**src/rtl/upscaler_pkg.sv**
```systemverilog
// Shared types and NTSC timing constants for the upscaler control logic.
package upscaler_pkg;

  typedef enum logic [2:0] {
    RESET,
    PLL_WAIT,
    SETTLE,
    AUD_DELAY,
    ACQUIRE,
    LOCKED,
    NOSIGNAL
  } bringup_state_t;

  // Field period in 50 MHz cycles; the window brackets NTSC with margin.
  localparam int unsigned FIELD_NOM_CYC_50M = 834_168;
  localparam int unsigned FIELD_MIN_CYC_DEF = 750_000;
  localparam int unsigned FIELD_MAX_CYC_DEF = 920_000;
  localparam int unsigned FIELD_CNT_W       = 20;

  function automatic int unsigned cnt_width(input int unsigned max_val);
    return (max_val < 1) ? 1 : $clog2(max_val + 1);
  endfunction

endpackage

```
**src/rtl/bringup_sequencer_field_monitor.sv**
```systemverilog
// Synchronizes the per-field vsync toggle, detects field edges and times the
// interval between them against the valid field window.
module field_monitor
  import upscaler_pkg::*;
#(
  parameter int unsigned FIELD_MIN_CYC = FIELD_MIN_CYC_DEF,
  parameter int unsigned FIELD_MAX_CYC = FIELD_MAX_CYC_DEF
) (
  input  logic sys_clk,
  input  logic sys_rst,
  input  logic vsync_toggle_i,
  input  logic restart_i,
  output logic field_edge_o,
  output logic interval_valid_o,
  output logic interval_timeout_o
);

  localparam logic [FIELD_CNT_W-1:0] MIN_VAL = FIELD_CNT_W'(FIELD_MIN_CYC);
  localparam logic [FIELD_CNT_W-1:0] MAX_VAL = FIELD_CNT_W'(FIELD_MAX_CYC);
  localparam logic [FIELD_CNT_W-1:0] SAT_VAL = FIELD_CNT_W'(FIELD_MAX_CYC + 1);

  // [0],[1] form the synchronizer; [2] is the delayed copy for edge detect.
  logic [2:0]             vs_q;
  logic [FIELD_CNT_W-1:0] cnt_q, cnt_d;
  logic                   edge_w;

  assign edge_w = vs_q[1] ^ vs_q[2];

  always_comb begin
    cnt_d = cnt_q;
    if (edge_w || restart_i) begin
      cnt_d = '0;
    end else if (cnt_q != SAT_VAL) begin
      cnt_d = cnt_q + 1'b1;
    end
  end

  always_ff @(posedge sys_clk or posedge sys_rst) begin
    if (sys_rst) begin
      vs_q  <= '0;
      cnt_q <= '0;
    end else begin
      vs_q  <= {vs_q[1:0], vsync_toggle_i};
      cnt_q <= cnt_d;
    end
  end

  assign field_edge_o       = edge_w;
  assign interval_valid_o   = edge_w && (cnt_q >= MIN_VAL) && (cnt_q <= MAX_VAL);
  assign interval_timeout_o = (cnt_q == SAT_VAL);

endmodule

```
**src/rtl/bringup_sequencer.sv**
```systemverilog
// Power-up and recovery sequencer: gates PLL lock, releases the HDMI, audio
// and capture resets in order, qualifies the composite input, picks the source.
module bringup_sequencer
  import upscaler_pkg::*;
#(
  parameter int unsigned PLL_SETTLE_CYC   = 16_777_215,
  parameter int unsigned AUDIO_DELAY_CYC  = 1024,
  parameter int unsigned SYNC_TIMEOUT_CYC = 5_000_000,
  parameter int unsigned FIELD_MIN_CYC    = FIELD_MIN_CYC_DEF,
  parameter int unsigned FIELD_MAX_CYC    = FIELD_MAX_CYC_DEF,
  parameter int unsigned LOCK_FIELDS      = 4,
  parameter int unsigned MISS_LIMIT       = 3,
  parameter int unsigned CAP_RST_CYC      = 16
) (
  input  logic       sys_clk,
  input  logic       sys_rst,
  input  logic       pll_locked,
  input  logic       vsync_toggle,
  input  logic       force_pattern,
  output logic       hdmi_rst,
  output logic       audio_rst,
  output logic       capture_rst,
  output logic       pattern_sel,
  output logic       video_locked,
  output logic [2:0] state
);

  localparam int unsigned DLY_MAX = (PLL_SETTLE_CYC > AUDIO_DELAY_CYC) ?
                                    PLL_SETTLE_CYC : AUDIO_DELAY_CYC;
  localparam int unsigned DLY_W   = cnt_width(DLY_MAX);
  localparam int unsigned TMO_W   = cnt_width(SYNC_TIMEOUT_CYC);
  localparam int unsigned VCNT_W  = cnt_width(LOCK_FIELDS);
  localparam int unsigned MISS_W  = cnt_width(MISS_LIMIT);
  localparam int unsigned CAP_W   = cnt_width(CAP_RST_CYC);

  localparam logic [DLY_W-1:0]  SETTLE_LAST = DLY_W'(PLL_SETTLE_CYC - 1);
  localparam logic [DLY_W-1:0]  AUDIO_LAST  = DLY_W'(AUDIO_DELAY_CYC - 1);
  localparam logic [TMO_W-1:0]  TMO_LAST    = TMO_W'(SYNC_TIMEOUT_CYC - 1);
  localparam logic [VCNT_W-1:0] LOCK_N      = VCNT_W'(LOCK_FIELDS);
  localparam logic [MISS_W-1:0] MISS_N      = MISS_W'(MISS_LIMIT);
  localparam logic [CAP_W-1:0]  CAP_N       = CAP_W'(CAP_RST_CYC);

  logic [1:0]        pll_q;
  logic              pll_sync;
  bringup_state_t    state_q, state_d;
  logic [DLY_W-1:0]  dly_q, dly_d;
  logic [TMO_W-1:0]  tmo_q, tmo_d;
  logic [VCNT_W-1:0] valid_cnt_q, valid_cnt_d;
  logic [MISS_W-1:0] miss_q, miss_d;
  logic              first_q, first_d;
  logic [CAP_W-1:0]  cap_cnt_q, cap_cnt_d;
  logic              hdmi_rst_q, hdmi_rst_d;
  logic              audio_rst_q, audio_rst_d;
  logic              capture_rst_q, capture_rst_d;
  logic              pattern_sel_q, pattern_sel_d;
  logic              video_locked_q, video_locked_d;

  logic field_edge, interval_valid, interval_timeout, fm_restart;

  assign pll_sync = pll_q[1];

  field_monitor #(
    .FIELD_MIN_CYC (FIELD_MIN_CYC),
    .FIELD_MAX_CYC (FIELD_MAX_CYC)
  ) u_field_monitor (
    .sys_clk            (sys_clk),
    .sys_rst            (sys_rst),
    .vsync_toggle_i     (vsync_toggle),
    .restart_i          (fm_restart),
    .field_edge_o       (field_edge),
    .interval_valid_o   (interval_valid),
    .interval_timeout_o (interval_timeout)
  );

  always_comb begin
    state_d     = state_q;
    dly_d       = dly_q;
    tmo_d       = tmo_q;
    valid_cnt_d = valid_cnt_q;
    miss_d      = miss_q;
    first_d     = first_q;
    cap_cnt_d   = (cap_cnt_q != '0) ? cap_cnt_q - 1'b1 : '0;
    fm_restart  = 1'b0;

    unique case (state_q)
      RESET: state_d = PLL_WAIT;

      PLL_WAIT: begin
        if (pll_sync) begin
          dly_d   = '0;
          state_d = SETTLE;
        end
      end

      SETTLE: begin
        if (dly_q == SETTLE_LAST) begin
          dly_d   = '0;
          state_d = AUD_DELAY;
        end else begin
          dly_d = dly_q + 1'b1;
        end
      end

      AUD_DELAY: begin
        if (dly_q == AUDIO_LAST) begin
          tmo_d       = '0;
          valid_cnt_d = '0;
          first_d     = 1'b1;
          state_d     = ACQUIRE;
        end else begin
          dly_d = dly_q + 1'b1;
        end
      end

      ACQUIRE: begin
        tmo_d = tmo_q + 1'b1;
        // The first edge only opens the timing window; later edges are judged.
        if (field_edge) begin
          if (first_q) begin
            first_d = 1'b0;
          end else if (interval_valid) begin
            valid_cnt_d = valid_cnt_q + 1'b1;
          end else begin
            valid_cnt_d = '0;
          end
        end
        if (valid_cnt_d == LOCK_N) begin
          miss_d  = '0;
          state_d = LOCKED;
        end else if (tmo_q == TMO_LAST) begin
          state_d = NOSIGNAL;
        end
      end

      LOCKED: begin
        if (field_edge) begin
          miss_d = interval_valid ? '0 : miss_q + 1'b1;
        end else if (interval_timeout) begin
          miss_d     = miss_q + 1'b1;
          fm_restart = 1'b1;
        end
        if (miss_d == MISS_N) begin
          cap_cnt_d   = CAP_N;
          tmo_d       = '0;
          valid_cnt_d = '0;
          first_d     = 1'b1;
          state_d     = ACQUIRE;
        end
      end

      NOSIGNAL: begin
        if (field_edge) begin
          tmo_d       = '0;
          valid_cnt_d = '0;
          first_d     = 1'b1;
          state_d     = ACQUIRE;
        end
      end

      default: state_d = RESET;
    endcase

    // Losing PLL lock overrides everything and restarts the whole sequence.
    if (!pll_sync && (state_q != RESET) && (state_q != PLL_WAIT)) begin
      cap_cnt_d = '0;
      state_d   = PLL_WAIT;
    end

    hdmi_rst_d     = (state_d == RESET) || (state_d == PLL_WAIT) || (state_d == SETTLE);
    audio_rst_d    = hdmi_rst_d || (state_d == AUD_DELAY);
    capture_rst_d  = audio_rst_d || (cap_cnt_d != '0);
    video_locked_d = (state_d == LOCKED);
    pattern_sel_d  = !(video_locked_d && !force_pattern);
  end

  always_ff @(posedge sys_clk or posedge sys_rst) begin
    if (sys_rst) begin
      pll_q          <= '0;
      state_q        <= RESET;
      dly_q          <= '0;
      tmo_q          <= '0;
      valid_cnt_q    <= '0;
      miss_q         <= '0;
      first_q        <= 1'b1;
      cap_cnt_q      <= '0;
      hdmi_rst_q     <= 1'b1;
      audio_rst_q    <= 1'b1;
      capture_rst_q  <= 1'b1;
      pattern_sel_q  <= 1'b1;
      video_locked_q <= 1'b0;
    end else begin
      pll_q          <= {pll_q[0], pll_locked};
      state_q        <= state_d;
      dly_q          <= dly_d;
      tmo_q          <= tmo_d;
      valid_cnt_q    <= valid_cnt_d;
      miss_q         <= miss_d;
      first_q        <= first_d;
      cap_cnt_q      <= cap_cnt_d;
      hdmi_rst_q     <= hdmi_rst_d;
      audio_rst_q    <= audio_rst_d;
      capture_rst_q  <= capture_rst_d;
      pattern_sel_q  <= pattern_sel_d;
      video_locked_q <= video_locked_d;
    end
  end

  assign hdmi_rst     = hdmi_rst_q;
  assign audio_rst    = audio_rst_q;
  assign capture_rst  = capture_rst_q;
  assign pattern_sel  = pattern_sel_q;
  assign video_locked = video_locked_q;
  assign state        = state_q;

endmodule

```
**config.mk**
```make
export PLATFORM = sky130hd
export DESIGN_NAME = bringup_sequencer
export DESIGN_NICKNAME = d
export VERILOG_FILES = /design/src/rtl/upscaler_pkg.sv /design/src/rtl/bringup_sequencer_field_monitor.sv /design/src/rtl/bringup_sequencer.sv
export SDC_FILE = /design/constraint.sdc
export NUM_CORES = 1
export LEC_CHECK = 0
export ABC_AREA = 1
export CORE_AREA = 4 4 110 112
export CTS_CLUSTER_DIAMETER = 50
export DETAILED_ROUTE_END_ITERATION = 10
export DIE_AREA = 0 0 114 116
export GPL_TIMING_DRIVEN = 0
export PLACE_DENSITY = 0.75
export SYNTH_ARGS = -nofsm -noshare
export SYNTH_HDL_FRONTEND = slang
export SYNTH_HIERARCHICAL = 1
export SYNTH_SLANG_ARGS = --single-unit
```
**constraint.sdc**
```tcl
create_clock -name sys_clk -period 5.43 [get_ports sys_clk]
set_input_delay 1.086 -clock sys_clk [delete_from_list [all_inputs] [get_ports sys_clk]]
set_output_delay 1.086 -clock sys_clk [all_outputs]
set_load 0.01 [all_outputs]
```
### Yosys cells after proc, flatten, opt, wreduce, memory -nomap -nowiden

Index checks and enable logic that the tools add are counted.

* $add $sub $neg: 6
* order comparisons: 2
* eq/ne operators: 25
* multiplexer cells: 45
* bitwise logic cells: 1
* reductions and logical operators: 26

Operators by type and width (number)
* $pmux W23 S4: 1
* $mux W24: 3
* $pmux W24 S3: 1
* $mux W23: 3
* $mux W3: 15
* $mux W20: 2
* $add A24 B1 Y24 const B: 1
* $eq A24 B10 Y1 const B: 1
* $eq A24 B24 Y1 const B: 1
* $add A23 B1 Y23 const B: 1
* $eq A23 B23 Y1 const B: 1
* $pmux W3 S7: 1
* $add A20 B1 Y20 const B: 1
* $eq A20 B20 Y1 const B: 1
* $ge A20 B20 Y1 const B: 1
* $le A20 B20 Y1 const B: 1
* $mux W5: 4
* $ne A20 B20 Y1 const B: 1
* $eq A3 B3 Y1 const B: 5
* $eq A3 B2 Y1 const B: 4
* $pmux W3 S4: 1
* $mux W2: 5
* $ne A2 B2 Y1 const B: 5
* $reduce_bool A5 Y1: 2
* other kinds (22): 43

* register bits after elaboration: 91
* bits of input ports: 5
* output and inout bits: 8
* logic and storage cells: 120

### Logic depth before layout (Yosys ltp)

Gate-level depths: netlist of the first run.

* word-level depth: 16
* depth in mapped cells: 19
* mapped depth without buffers: 18

### Hierarchy

Netlist of the first run, hierarchy kept.

By module, submodules not included
* bringup_sequencer: times used 1, cells an instance 640, area each 4491.8 um2, sequential area each 1707.9 um2
* field_monitor: times used 1, cells an instance 221, area each 1491.4 um2, sequential area each 575.6 um2

### Least setup slack after synthesis of the first run

No wires, ideal clock.

* path type: register to register
* start: register u_field_monitor.cnt_q[9]
* end: register hdmi_rst_q, in the netlist hdmi_rst
* setup time: 0.067 ns
* arrival: 2.004 ns
* required time: 5.363 ns
* slack: 3.359 ns
* cell stages (with the launch flop): 19
* path buffers: 1
* period minus slack after synthesis: 2.071 ns
* cell sequence: dfrtp_1 > buf_2 > inv_1 > nand2_1 > nor2_2 > nand2_1 > nor2_1 > nand2_1 > a21oi_1 > nand2_1 > nor2_1 > nand2_1 > nand2_1 > nor2_1 > nand3_1 > inv_1 > nor2_1 > nor2_1 > nor2_1

* longest elaborated chain between the ends: 14
* elaborated cells on any way between the ends: 24
* classes of those cells: order compare (2); eq/ne (5); mux (12); reduce/logical (5)

Ends and longest elaborated chain
* start, declared: RTL line bringup_sequencer_field_monitor.sv:24 `logic [FIELD_CNT_W-1:0] cnt_q, cnt_d;`
* start signal, assigned: RTL line bringup_sequencer_field_monitor.sv:44 `cnt_q <= cnt_d;`
* $ge A20 B20 Y1: RTL line bringup_sequencer_field_monitor.sv:49 `assign interval_valid_o = edge_w && (cnt_q >= MIN_VAL) && (cnt_q <= MAX_VAL);`
* $logic_and A1 B1 Y1: RTL line bringup_sequencer_field_monitor.sv:49
* $logic_and A1 B1 Y1 *: RTL line bringup_sequencer_field_monitor.sv:49
* via interval_valid: RTL line bringup_sequencer.sv:58 `logic field_edge, interval_valid, interval_timeout, fm_restart;`
* $mux W3: RTL line bringup_sequencer.sv:121 `end else if (interval_valid) begin`
* $mux W3: RTL line bringup_sequencer.sv:119 `if (first_q) begin`
* $mux W3: RTL line bringup_sequencer.sv:118 `if (field_edge) begin`
* $mux W3: RTL line bringup_sequencer.sv:85 `unique case (state_q)`
* $eq A3 B3 Y1: RTL line bringup_sequencer.sv:127 `if (valid_cnt_d == LOCK_N) begin`
* $mux W3: RTL line bringup_sequencer.sv:127
* $pmux W3 S7 *: RTL line bringup_sequencer.sv:85
* $mux W3 *: RTL line bringup_sequencer.sv:164 `if (!pll_sync && (state_q != RESET) && (state_q != PLL_WAIT)) begin`
* $eq A3 B1 Y1 or $logic_not A3 Y1 (tied branches): RTL line bringup_sequencer.sv:169 `hdmi_rst_d = (state_d == RESET) || (state_d == PLL_WAIT) || (state_d == SETTLE);`
* $logic_or A1 B1 Y1: RTL line bringup_sequencer.sv:169
* $logic_or A1 B1 Y1 *: RTL line bringup_sequencer.sv:169
* via hdmi_rst_d: RTL line bringup_sequencer.sv:52 `logic hdmi_rst_q, hdmi_rst_d;`
* end signal, assigned: RTL line bringup_sequencer.sv:200 `hdmi_rst_q <= hdmi_rst_d;`
* end, declared: RTL line bringup_sequencer.sv:52

The timed path passes the listed nets; every way through them passes the cells marked *. The select of a mux whose other input is x is not followed.
A chain may end at the register's enable or synchronous reset.

### Final worst setup path of the first run

* start: register state_q[2], in the netlist state[2]
* end: output state[2]

RTL lines
* start, declared: RTL line bringup_sequencer.sv:45 `bringup_state_t state_q, state_d;`
* start signal, assigned: RTL line bringup_sequencer.sv:193 `state_q <= state_d;`
* end, declared: RTL line bringup_sequencer.sv:25 `output logic [2:0] state`

No word-level cell between the ends.

==> results of run 1 <==
[cell families (layout without fill, tap and decap cells)]
family	after synthesis	after routing	synth area share
xor+xnor	31	31	0.0454
fa+ha+maj	8	8	0.0167
simple gates	530	530	0.399
compound gates	80	80	0.0757
buf+inv	121	149	0.0813
flops	91	91	0.382
[layout make-up]
class | instances | area (um2) | share of cell area
Multi-Input combinational cell | 649 | 3210 | 0.490
Sequential cell | 91 | 2280 | 0.348
Inverter | 104 | 393 | 0.0599
Clock buffer | 9 | 225 | 0.0344
Tap cell | 143 | 179 | 0.0273
Timing Repair Buffer | 12 | 120 | 0.0183
Buffer | 17 | 96.3 | 0.0147
Clock inverter | 7 | 43.8 | 0.00668
[where the power goes]
group,switching (mW),internal (mW),total (mW),leakage [nW]
logic,0.321,0.142,0.463,1.58
clock network,0.275,0.309,0.584,0.131
registers,0.0373,0.712,0.749,1.23
[path summary, 6_finish.rpt]
path                                             endpoint  depth (start not counted)                     start  slack [ns]
worst max register to register                   hdmi_rst                         18  u_field_monitor/cnt_q[9]        2.92
worst max-delay path                             state[2]                          1                  state[2]        2.84
max in group asynchronous       u_field_monitor/cnt_q[10]                          2                   sys_rst        3.58
worst min-delay path              u_field_monitor/vs_q[1]                          0   u_field_monitor/vs_q[0]        0.35
worst min register to register    u_field_monitor/vs_q[1]                          0   u_field_monitor/vs_q[0]        0.35
min in group asynchronous                       miss_q[0]                          2                   sys_rst        1.27
[stage by stage]
| step | hold WS (ns) | worst slack [ns] | power [mW] | cells |
|---|---|---|---|---|
| detailed placement | 0.337 | 2.94 | 1.22 | 1016 |
| floorplan | 0.331 | 2.64 | 1.08 | 861 |
| global placement | 0.333 | 1.45 | 1.22 | 1016 |
| global route | 0.354 | 2.57 | 1.89 | 1032 |
| finish | 0.348 | 2.84 | 1.80 | 1032 |
| CTS | 0.351 | 2.82 | 1.81 | 1032 |
[synth_stat cells, types with 7 or more instances]
cell	instances
nand3_1	79
a21oi_1	17
o22ai_1	9
inv_1	98
nand4_1	31
o21ai_0	32
ha_1	8
nand3b_1	8
nand2_1	228
nor3_1	20
nor2_2	7
nor2_1	125
o21ai_1	8
dfrtp_1	86
xor2_1	28
[registers in the layout, summed over array words and instances (netlist names)]
register	cells
first_q	1
tmo_q	23
miss_q	2
valid_cnt_q	3
pll_q	2
state	3
u_field_monitor/vs_q	3
pattern_sel	1
u_field_monitor/cnt_q	20
hdmi_rst	1
cap_cnt_q	5
video_locked	1
audio_rst	1
capture_rst	1
dly_q	24
[layer usage]
metal | GRT usage | vias up
met1 | 0.293 | 2555
met2 | 0.387 | 108
li1 | - | 2823
met4 | 0.0847 | 0
met5 | 0 | -
met3 | 0.0376 | 24
==> run_results.csv, run 1 <==
group,metric,value,unit
status,status,"completed",
drt,wl_met2,6750,um
timing,worstMarginPinSlew,0.880,ns
die,start_util,0.533,
yosys,ys_seq_area_frac,0.382,
critical_path,cp_max_fo,7,
place,io_buffer_count,12,
critical_path,cp.arrival,1.51,ns
drt,wl_per_cell,13.6,um
drt,vias,5510,
clock_tree,clock_latency,0.35,ns
drt,drt-total-wl,14000,um
cells_and_area,area.growth.synth_to_final,9.54,%
clock_tree,post_cts.repair.setup_buffers,0,
timing,max_freq,0.386,GHz
clock_tree,path_clk_slew,0.07,ns
place,place_congestion,0.939,
cells_and_area,final_common_cell,"nand2_1",
global_route,grt_overflow,0,
critical_path,critical-path-max-stage-delay,0.61,ns
timing,timing.final.max_slew_violations,0,
cells_and_area,n_antenna_cell,0,
clock_tree,clk_path_buf_depth,2,
cells_and_area,fin_util,0.584,
power,power_per_cell_area,274,nW/um2
timing,setup_viol_count_final,0,
drt,drt-vias-per-instance,5.34,
yosys,synth_cells,861,
drt,dr.pass1.iters,5,
clock_tree,postCtsHoldBufs,0,
timing,tns,0,ns
timing,hold_violations,0,
die,dieArea,13200,um2
global_route,grt_pass1_vias,5255,
global_route,gr-usage-all-layers,0.228,
yosys,synth_ff_type,"dfrtp_1",
drt,drc,0,
timing,period_minus_slack,2.59,ns
yosys,synth_cell_type_count,40,
yosys,synth_area_leaders,"dfrtp_1 36%, nand2_1 14%, nor2_1 7.8%, nand3_1 6.6%, inv_1 6.1%",
critical_path,crit_family,"buffers and inverters",
place,placed_cell_area,6280,um2
die,rows,39,
cells_and_area,drive_gt1_frac,0.0799,
critical_path,start_kind,"flip-flop",
critical_path,endpoint_kind,"primary output",
yosys,netlist.area_leader.share,0.360,
critical_path,crit_buf_inv,1,
cells_and_area,final_cell_mix,"228 x nand2_1, 125 x nor2_1, 97 x inv_1",
global_route,antenna_found_initial,0,
die,dieHeight,116,um
timing,skew,0.0116,ns
yosys,synth_area,5980,um2
critical_path,crit_chain,"clkdlybuf4s50_1",
timing,rsz0062_at_grt,"false",
power,ir_drop,0.000225,V
timing,period_share,0.478,
critical_path,slowest_stage,"clkdlybuf4s50_1",
cells_and_area,final_area,6550,um2
drt,dr.max_layer_used,"met4",
yosys,synth_nets,874,
yosys,yosys_warnings,6,
clock_tree,cts_resized,0,
timing,timing.slew.headroom,0.412,
die,fp.dieW,114,um
clock_tree,root_buffer,"clkbuf_16",
die,placeableCoreArea,11200,um2
job,cap_violations,0,
die,io_pins,13,
clock_tree,clkSinkCount,91,
drt,wl_met1,6540,um
yosys,synth-edff-count,0,
clock_tree,h-tree-depth,3,
critical_path,crit_required,4.34,ns
yosys,yosysTopAreaCell,"dfrtp_1",
global_route,grt_pass1_wl,24500,um
drt,initialDrtViolationCount,308,
drt,dr_wl_met3,448,um
clock_tree,cts_tree,"done",
global_route,grt_max_degree,69,
place,post-dp-hpwl,10400,um
yosys,synth-async-reset-ratio,1.00,
cells_and_area,fill_cells,1055,
min_path,hold_path_class,"flip-flop to flip-flop",
drt,drtAntennaViolNets,0,
yosys,syn_avg_cell_area,6.95,um2
power,leakagePower,2.94,nW
clock_tree,numCtsBuffers,9,
yosys,ys_ff_latch,91,
cells_and_area,nNetsFinal,897,
critical_path,critical_path_class,"flip-flop to primary output",
No activity file was read; power rests on OpenSTA's default activity.
==> run 2, diff against run 1 <==
Clock period 5.43 ns to 2.55 ns, I/O delays scaled along.
==> run_results.csv, run 2 (synthesized netlist as in run 1, its figures left out) <==
group,metric,value,unit
timing,period_share,0.911,
die,start_util,0.533,
clock_tree,clk_path_buf_depth,2,
timing,skew,0.00916,ns
power,power_per_cell_area,580,nW/um2
power,p_comb_frac,0.261,
power,leakagePower,2.96,nW
global_route,grt_max_degree,69,
drt,drc,0,
global_route,grt_pass1_vias,5255,
power,power_frac_clock,0.323,
timing,worstMarginPinSlew,0.886,ns
critical_path,endpoint_kind,"flip-flop",
power,ir_drop,0.000481,V
min_path,hold_path_class,"flip-flop to flip-flop",
timing,period_minus_slack,2.32,ns
global_route,antenna_found_initial,0,
critical_path,critical_path_class,"flip-flop to flip-flop",
critical_path,crit_required,2.84,ns
cells_and_area,fin_cells,1032,
die,dieArea,13200,um2
timing,max_freq,0.430,GHz
clock_tree,clkSinkCount,91,
cells_and_area,area.growth.synth_to_final,10.6,%
critical_path,start_kind,"flip-flop",
cells_and_area,fill_cells,1050,
cells_and_area,regMostFlops,"dly_q",
clock_tree,root_buffer,"clkbuf_16",
drt,drtAntennaViolNets,0,
drt,wl_per_cell,13.8,um
critical_path,cp_max_fo,5,
power,p_seq_frac,0.416,
clock_tree,post_cts.repair.setup_buffers,0,
cells_and_area,drive_gt1_frac,0.0956,
clock_tree,numCtsBuffers,9,
place,dp_cells,1016,
global_route,grt_pass1_wl,24500,um
job,cap_violations,0,
power,total_power,3.84,mW
clock_tree,cts_tree,"done",
global_route,grt_overflow,0,
power,internal_power,2.49,mW
power,switchingPower,1.35,mW
timing,hold_violations,0,
timing,timing.slew.headroom,0.408,
cells_and_area,top_regs,"dly_q x24, tmo_q x23, u_field_monitor/cnt_q x20",
place,io_buffer_count,12,
timing,timing.final.max_slew_violations,0,
die,placeableCoreArea,11200,um2
critical_path,cp.arrival,2.61,ns
place,post-dp-hpwl,10400,um
die,rows,39,
global_route,gr-usage-all-layers,0.228,
drt,initialDrtViolationCount,311,
drt,vias,5554,
power,switching_share,0.353,
status,status,"completed",
die,io_pins,13,
critical_path,rrSetupSlack,0.23,ns
clock_tree,h-tree-depth,3,
cells_and_area,final_cell_mix,"226 x nand2_1, 118 x nor2_1, 97 x inv_1",
drt,dr.pass1.iters,5,
cells_and_area,nNetsFinal,897,
cells_and_area,largest_register_ffs,24,
cells_and_area,n_antenna_cell,0,
place,place_congestion,0.939,
drt,drt-vias-per-instance,5.38,
clock_tree,path_clk_slew,0.07,ns
die,dieHeight,116,um
clock_tree,clock_latency,0.35,ns
die,fp.dieW,114,um
timing,setup_viol_count_final,0,
cells_and_area,final_common_cell,"nand2_1",
drt,drt-total-wl,14300,um
[run 2: cell counts in the layout (fill, tap and decap cells not counted)]
Identical to the previous run, type by type.
[run 2: power groups by stage]
stage               sequential (mW)  clock (mW)  combinational (mW)
detailed placement             1.62           0               0.985
floorplan                      1.61           0               0.691
global route                   1.61        1.33                1.11
finish                         1.60        1.24                1.00
global placement               1.62           0               0.983
CTS                            1.59        1.27               0.987
[run 2: per-stage QoR]
step | setup slack (ns) | hold WS, ns | util | TNS (ns) | area (um2)
6_report | 0.226 | 0.349 | 0.590 | 0 | 6620
5_1_grt | -0.00200 | 0.354 | 0.590 | -0.00200 | 6620
4_1_cts | 0.0290 | 0.351 | 0.584 | 0 | 6550
3_5_place_dp | 0.0593 | 0.337 | 0.560 | 0 | 6280
3_3_place_gp | -0.852 | 0.333 | 0.560 | -54.51 | 6280
2_1_floorplan | 0.337 | 0.331 | - | 0 | 5980
[run 2: layout make-up]
cell class | instances | area, um2 | area share
multi-input cells | 649 | 3270 | 0.494
well taps | 143 | 179 | 0.0270
clock inverters | 7 | 43.8 | 0.00662
plain buffers | 17 | 103 | 0.0155
clock buffers | 9 | 225 | 0.0340
repair buffers | 12 | 120 | 0.0181
flip-flops and latches | 91 | 2280 | 0.345
inverters | 104 | 393 | 0.0593
[run 2: critical path, stage by stage, from the launching register on]
cell and delay (ns):
dfrtp_1 0.43, inv_1 0.09, nor3_2 0.23, nand2_1 0.17, nor2_2 0.18, nand2_1 0.08
a21oi_2 0.20, nand2_2 0.11, nor2_2 0.15, nand2_1 0.06, nand2_1 0.06, nor2_1 0.05
nand3_2 0.10, inv_1 0.06, nor2_2 0.14, nor2_1 0.06, nor2_1 0.08
[run 2: layer usage]
metal  share of wire  wire [um]  global-route usage
met2            0.48       6900               0.387
met5               0          0                   0
met4           0.021        302              0.0847
met1            0.46       6620               0.293
met3           0.031        446              0.0376
[run 2: repair_timing]
item | CTS | global route
endpoints found under the setup margin | 0 | 38
gates resized for setup | 0 | 21
hold buffers | 0 | 0
endpoints found under the hold margin | 0 | 0
[run 2: worst paths after layout]
check / from / to / cells past startpoint
max in group asynchronous: sys_rst / u_field_monitor/cnt_q[10] / 2
hold / removal: u_field_monitor/vs_q[0] / u_field_monitor/vs_q[1] / 0
setup / recovery: u_field_monitor/cnt_q[19] / hdmi_rst / 16
hold reg to reg: u_field_monitor/vs_q[0] / u_field_monitor/vs_q[1] / 0
min in group asynchronous: sys_rst / miss_q[0] / 2
setup reg to reg: u_field_monitor/cnt_q[19] / hdmi_rst / 16
==> run 3, diff against run 2 <==
Settings changed: CORE_AREA 4 4 110 112 to 4 4 99 124, DIE_AREA 0 0 114 116 to 0 0 103 128.
==> run_results.csv, run 3 (synthesized netlist as in run 1, its figures left out) <==
group,metric,value,unit
status,status,"completed",
cells_and_area,n_antenna_cell,0,
drt,drt-vias-per-instance,5.47,
timing,hold_violations,0,
drt,drt-total-wl,14500,um
power,leakagePower,2.97,nW
place,io_buffer_count,12,
place,pre_cts_slack,0.0243,ns
cells_and_area,largest_register_ffs,24,
power,p_seq_frac,0.403,
die,io_pins,13,
critical_path,critical_path_class,"flip-flop to flip-flop",
power,switching_share,0.347,
die,fp.dieW,103,um
die,rows,43,
clock_tree,clkSinkCount,91,
drt,vias,5611,
critical_path,rrSetupSlack,0.21,ns
cells_and_area,fin_util,0.598,
critical_path,cp_max_fo,10,
power,switchingPower,1.38,mW
drt,drtAntennaViolNets,0,
critical_path,start_kind,"flip-flop",
cells_and_area,final_cell_mix,"227 x nand2_1, 120 x nor2_1, 96 x inv_1",
clock_tree,clk_path_buf_depth,2,
clock_tree,root_buffer,"clkbuf_16",
drt,dr.pass1.iters,8,
critical_path,endpoint_kind,"flip-flop",
global_route,grt_pass1_wl,24800,um
timing,max_freq,0.428,GHz
job,cap_violations,0,
min_path,hold_path_class,"flip-flop to flip-flop",
die,start_util,0.540,
power,ir_drop,0.000392,V
power,power_per_cell_area,600,nW/um2
clock_tree,cts_tree,"done",
cells_and_area,top_regs,"dly_q x24, tmo_q x23, u_field_monitor/cnt_q x20",
power,total_power,3.98,mW
drt,initialDrtViolationCount,305,
die,dieArea,13200,um2
timing,timing.final.max_slew_violations,0,
global_route,grt_overflow,0,
power,internal_power,2.60,mW
die,dieHeight,128,um
timing,setup_slack,0.213,ns
timing,worstMarginPinSlew,0.871,ns
global_route,grt_max_degree,69,
clock_tree,h-tree-depth,3,
cells_and_area,drive_gt1_frac,0.0933,
global_route,antenna_found_initial,0,
drt,drc,0,
timing,setup_viol_count_final,0,
cells_and_area,final_common_cell,"nand2_1",
timing,hold-worst-slack,0.355,ns
cells_and_area,area.growth.synth_to_final,10.9,%
global_route,grt_pass1_vias,5306,
power,p_comb_frac,0.254,
power,power_frac_clock,0.343,
cells_and_area,nNetsFinal,898,
critical_path,crit_required,2.84,ns
timing,skew,0.00889,ns
drt,wl_per_cell,14.1,um
clock_tree,path_clk_slew,0.07,ns
timing,period_share,0.916,
place,post-dp-hpwl,10700,um
global_route,gr-usage-all-layers,0.238,
critical_path,cp.arrival,2.62,ns
timing,period_minus_slack,2.34,ns
cells_and_area,regMostFlops,"dly_q",
place,place_congestion,0.977,
clock_tree,numCtsBuffers,9,
timing,timing.slew.headroom,0.419,
clock_tree,clock_latency,0.35,ns
die,placeableCoreArea,11100,um2
run 3: final timing paths:
| path | start | endpoint | cells past startpoint |
|---|---|---|---|
| max | u_field_monitor/cnt_q[9] | hdmi_rst | 18 |
| min | u_field_monitor/vs_q[0] | u_field_monitor/vs_q[1] | 0 |
| min in group asynchronous | sys_rst | dly_q[0] | 2 |
| max reg2reg | u_field_monitor/cnt_q[9] | hdmi_rst | 18 |
| max in group asynchronous | sys_rst | u_field_monitor/cnt_q[10] | 2 |
| min reg2reg | u_field_monitor/vs_q[0] | u_field_monitor/vs_q[1] | 0 |
run 3: layout make-up:
cell class | count | area [um2]
inverter | 104 | 393
fill | 1062 | 4450
clock buffer | 10 | 229
clock inverter | 6 | 71.3
timing repair buffer | 13 | 128
tap | 135 | 169
buffer | 17 | 103
sequential | 91 | 2280
multi-input combinational | 649 | 3260
run 3: power by group through the flow:
| stage | Sequential, mW | Clock, mW | Combinational (mW) |
|---|---|---|---|
| 4_1_cts | 1.60 | 1.39 | 1.01 |
| 2_1_floorplan | 1.61 | 0 | 0.691 |
| 5_1_grt | 1.61 | 1.45 | 1.13 |
| 3_5_place_dp | 1.63 | 0 | 1.00 |
| 6_report | 1.60 | 1.37 | 1.01 |
| 3_3_place_gp | 1.63 | 0 | 0.998 |
run 3: routing by layer:
layer	vias up	GRT usage	wire length [um]
met5	-	0	0
met4	0	0.0854	350
met3	32	0.0278	540
met2	127	0.398	7310
met1	2616	0.315	6250
li1	2836	-	-
run 3: through the flow:
stage,TNS (ns),area [um2],instances
after global routing,-0.241,6630,1025
after detailed placement,0,6270,1008
after CTS,0,6580,1024
after floorplan,0,5980,861
after global placement,-60.08,6270,1008
final,0,6630,1025
run 3: timing repair:
item | 4_1_cts | 5_1_grt
pin swaps | 0 | 3
hold buffers | 0 | 0
gates resized for setup | 1 | 18
hold endpoints to repair | 0 | 0
setup buffers | 0 | 1
setup endpoints to repair | 1 | 29
run 3: worst max-delay path: stages, from the launching register on:
cell     delay [ns]
dfrtp_1        0.35
buf_2          0.17
inv_1          0.06
nand2_1        0.05
nor2_2         0.15
nand2_1        0.15
nor2_2         0.17
nand2_1        0.09
a21oi_2        0.20
nand2_2        0.12
nor2_2         0.13
nand2_1        0.06
nand2_1        0.05
nor2_1         0.04
nand3_2        0.10
inv_1          0.06
nor2_2         0.15
nor2_1         0.07
nor2_1         0.10
